## src/rtl/mem_arbiter.sv

```systemverilog
// Fetch/data access sequencer for a single-port memory; data has priority with a fetch starvation guard.
// Define MEM_ARBITER_BOUNDS_CHECK_EN to suppress and flag data accesses at or above MEMADDRS.
module mem_arbiter #(
    parameter int BITS         = 16,
    parameter int MEMADDRS     = 256,
    parameter int STARVE_LIMIT = 4
) (
    input  logic            i_clk,
    input  logic            i_rst,
    input  logic            i_i_req,
    input  logic [7:0]      i_i_addr,
    output logic            o_i_ack,
    output logic [BITS-1:0] o_i_rdata,
    input  logic            i_d_req,
    input  logic            i_d_we,
    input  logic [7:0]      i_d_addr,
    input  logic [BITS-1:0] i_d_wdata,
    output logic            o_d_ack,
    output logic [BITS-1:0] o_d_rdata,
    output logic            o_d_err,
    output logic            o_mem_rw,
    output logic [7:0]      o_mem_addr,
    output logic [BITS-1:0] o_mem_data,
    input  logic [BITS-1:0] i_mem_data,
    output logic            o_busy
);

`ifdef MEM_ARBITER_BOUNDS_CHECK_EN
    localparam bit BOUNDS_EN = 1'b1;
`else
    localparam bit BOUNDS_EN = 1'b0;
`endif

    localparam logic [3:0] LIMIT    = 4'(STARVE_LIMIT);
    localparam logic [8:0] ADDR_END = 9'(MEMADDRS);

    typedef enum logic [1:0] {
        IDLE,
        ACCESS,
        ACK
    } state_t;

    state_t     state;
    logic       win_d;
    logic       lat_we;
    logic [3:0] starve_cnt;

    logic starved;
    logic grant_d;
    logic grant_i;
    logic oob;

    assign starved = i_i_req && (starve_cnt == LIMIT);
    assign grant_d = i_d_req && !starved;
    assign grant_i = i_i_req && !grant_d;

    // o_mem_addr doubles as the latched access address
    assign oob = BOUNDS_EN && ({1'b0, o_mem_addr} >= ADDR_END);

    assign o_mem_rw = (state == ACCESS) && lat_we && !oob && !i_rst;

    always_ff @(posedge i_clk) begin
        if (i_rst) begin
            state      <= IDLE;
            win_d      <= 1'b0;
            lat_we     <= 1'b0;
            starve_cnt <= '0;
            o_i_ack    <= 1'b0;
            o_d_ack    <= 1'b0;
            o_d_err    <= 1'b0;
            o_busy     <= 1'b0;
            o_i_rdata  <= '0;
            o_d_rdata  <= '0;
            o_mem_addr <= '0;
            o_mem_data <= '0;
        end else begin
            unique case (state)
                IDLE: begin
                    unique case (1'b1)
                        grant_d: begin
                            state      <= ACCESS;
                            o_busy     <= 1'b1;
                            win_d      <= 1'b1;
                            lat_we     <= i_d_we;
                            o_mem_addr <= i_d_addr;
                            o_mem_data <= i_d_wdata;
                            if (!i_i_req)
                                starve_cnt <= '0;
                            else if (starve_cnt != LIMIT)
                                starve_cnt <= starve_cnt + 4'd1;
                        end
                        grant_i: begin
                            state      <= ACCESS;
                            o_busy     <= 1'b1;
                            win_d      <= 1'b0;
                            lat_we     <= 1'b0;
                            o_mem_addr <= i_i_addr;
                            starve_cnt <= '0;
                        end
                        default: ;
                    endcase
                end
                ACCESS: begin
                    state <= ACK;
                    if (win_d) begin
                        o_d_ack <= 1'b1;
                        o_d_err <= oob;
                        if (oob)
                            o_d_rdata <= '0;
                        else if (!lat_we)
                            o_d_rdata <= i_mem_data;
                    end else begin
                        o_i_ack   <= 1'b1;
                        o_i_rdata <= oob ? '0 : i_mem_data;
                    end
                end
                ACK: begin
                    state   <= IDLE;
                    o_busy  <= 1'b0;
                    o_i_ack <= 1'b0;
                    o_d_ack <= 1'b0;
                    o_d_err <= 1'b0;
                end
                default: state <= IDLE;
            endcase
        end
    end

endmodule

```

## config.mk

```make
export PLATFORM = sky130hd
export DESIGN_NAME = mem_arbiter
export DESIGN_NICKNAME = d
export VERILOG_FILES = /design/src/rtl/mem_arbiter.sv
export SDC_FILE = /design/constraint.sdc
export NUM_CORES = 1
export LEC_CHECK = 0
export CAP_MARGIN = 0
export CORE_MARGIN = 5
export CORE_UTILIZATION = 35
export DETAILED_ROUTE_END_ITERATION = 6
export GPL_TIMING_DRIVEN = 0
export PLACE_DENSITY = 0.69
export SYNTH_ARGS = -nofsm -noshare
export SYNTH_HDL_FRONTEND = slang
export SYNTH_SLANG_ARGS = --single-unit
```

## constraint.sdc

```tcl
create_clock -name i_clk -period 4.2 [get_ports i_clk]
set_clock_uncertainty 0.05 [all_clocks]
set_input_delay 0.84 -clock i_clk [delete_from_list [all_inputs] [get_ports i_clk]]
set_output_delay 0.84 -clock i_clk [all_outputs]
set_load 0.05 [all_outputs]
```

==> impl_results.md <==
* Status: complete, no violations
* Worst-skew pair later-pin latency at 0.33 ns
* Post-synth top area share at 0.523
* Crit path DAT at 2.43 ns
* Syn Area/Cell at 8.30 µm²
* Worst r2r src: starve_cnt[0]
* Synth Area in Simple Gates at 0.222
* Setup ws final at 0.885 ns
* Longest Clk Path Bufs at 2
* Synth warn at 0
* Clock root cell: clkbuf_8
* Final Net Count at 487
* Primary FF master, synth: dfxtp_1
* Max rail drop VDD at 0.169 mV
* Final HPWL DP at ~5.2 mm
* Slew HR at 0.590
* Hold Path Class: flip-flop to flip-flop
* Crit path required time at 3.31 ns
* Minimum clock period at 3.32 ns
* Crit path max fanout at 4
* Class of the most critical setup path: primary input to output pin
* Syn nets at 364
* Max-slew violation total from the final report at 0
* #FFs+latches synth at 67
* Die Area at 9140 µm²
* Grt total ovfl at 0
* TNS Setup at 0 ns
* Syn Inst Count at 309
* Static leakage at 1.50 nW
* Layout cells sized above 1 at 0.0801
* Dpl ws at between 0.8 and 0.9 ns
* Std cell rows at 31
* Seq/Total Area, Yosys at 0.523
* Clock sink count at 67
* Commonest cells in the netlist: nand2_1, dfxtp_1, a21oi_1
* Synth cell types at 32
* Slew @ Worst Pin at 0.612 ns
* Final Hold Fails at 0
* Reg clk slew, reported paths at 0.07 ns
* Max Clock Freq at around 300 MHz
* Drt pass-1 iters at 4
* CTS Hold Bufs at 0
* Final wirelength at 6.90 mm
* Largest net degree at the start of global routing at 12
* Top-Level Pins at approximately 110
* Count leader, synth: nand2_1
* Vias in the first global route at 2402
* CTS tree: done
* Initial detailed-routing violation count at 49
* Xor/xnor share of the synthesized area at 0
* Final ANT Viol Nets at 0
* Initial Utilization at 0.357
* Max-cap violations at 0
* Ranking of synthesized cells by area: dfxtp_1, nand2_1, a21oi_1
* Synth-to-Final Area Change at 57.4%
* Critical path capture point type: output pin
* Final setup viols at 0
* Ant. Diodes at 0
* DRC viols at 0
* Compound-cell area share of the yosys netlist at 0.152
* PwrDens at 413 nW/µm²
* Post-synthesis mux area share at 0.0356
* Post-Synth Adder-Cell Area at 0.00976
* Startpoint types: primary input
* Hold wc startpoint: o_mem_data[2]
* CP max stage cell: clkdlybuf4s50_1
* Routability Congestion at 0.750
* Worst Setup SP: i_rst
* CTS resizes at 0
* Die Width at 95.6 µm
* Routed length per instance at 12.9 µm
* Vias at 2454
* Leading area contributor after synthesis: dfxtp_1
* Port bufs at 112
* Num CTS Buffers at 9
* Asr flop ratio synth at 0
* Tcrit/Tclk final at 0.789
* Number of synthesized flops with an enable pin at 0
* Detailed-route vias per instance at 4.58
* Postcts setup bufs at 0
* Power Total at 1.67 mW
* Die H at 95.6 µm
* Cell repeated most along the worst path: clkdlybuf4s50_1
* Worst path max stage delay at 0.84 ns
* Global Route Usage Sum at 0.157
* Initial antenna violation count at 0
* Synthesized area at 2560 µm²
* CTS H-tree lvls at 3
* RSZ-0062 raised after global routing: no
* First-pass GRT wire length at about 11 mm
* Largest family of logic cells by synthesized area: simple AND/OR/NAND/NOR gates
* CP cell instances: clkdlybuf4s50_1 > nor2_1 > and2_1 > clkdlybuf4s50_1
* Total core area at 7180 µm²
## metrics by stage
stage	cells	cell area, µm²	hold slack, ns	util
final	536	4040	0.405	0.562
after global routing	536	4040	0.429	0.562
after CTS	536	4040	0.406	0.562
after detailed placement	520	3810	0.396	0.531
after global placement	520	3810	0.392	0.531
after floorplan	309	2560	0.412	-
## where the power goes
group	switching, mW	internal (mW)	total [mW]
sequential	0.0217	0.674	0.695
clock	0.238	0.364	0.601
combinational	0.223	0.146	0.369
total	0.482	1.18	1.67
## worst max-delay path, delay by kind of cell
family,cells,cell delay (ns)
simple gates,2,0.29
buf+inv,2,1.29
## kinds of logic after synthesis
kind of cell	after synthesis
AO/OA/AOI/OAI	71
adder cells (fa/ha/maj)	2
buffers and inverters	24
flip-flops	67
multiplexers	9
other	1
AND/OR/NAND/NOR	135
## placed cells by master (no fill, tap or decap), types with 4 or more instances in the layout
cell and instances:
a21oi_1 55, nand3_1 4, clkbuf_1 7, nand2_1 100, buf_6 4, mux2i_1 8
clkbuf_8 11, dfxtp_1 67, buf_4 5, nor2_1 17, clkdlybuf4s50_1 112, a211oi_1 8
## layout make-up
type / count / area, µm²
buffer: 21 / 134
clock buffer: 11 / 151
clock inverter: 5 / 75.1
fill: 659 / 3140
inverter: 3 / 11.3
multi-input combinational: 218 / 1080
sequential: 67 / 1340
tap: 99 / 124
timing repair buffer: 112 / 1120
## sequential cells by signal, summed over array words and instances (netlist names)
name and cells:
o_mem_data 16, o_i_ack 1, o_d_rdata 16, starve_cnt 4, lat_we 1, o_d_ack 1
o_mem_addr 8, o_i_rdata 16, o_busy 1, state 2, win_d 1
## path summary, 6_finish.rpt
check | end | slack [ns] | cells after the start
hold reg to reg | o_mem_data[2] | 0.40 | 2
setup reg to reg | o_mem_data[8] | 2.57 | 7
setup / recovery | o_mem_rw | 0.88 | 4
hold / removal | o_mem_data[2] | 0.40 | 2
## layer usage
layer / global-route usage / vias to the layer above / part of all wire
met5: 0 / - / 0
met4: 0.0853 / 0 / 0.034
met3: 0.0410 / 15 / 0.064
met2: 0.261 / 73 / 0.49
met1: 0.183 / 1100 / 0.41
li1: - / 1266 / -
Note: power is estimated with default switching activity, not from simulation.
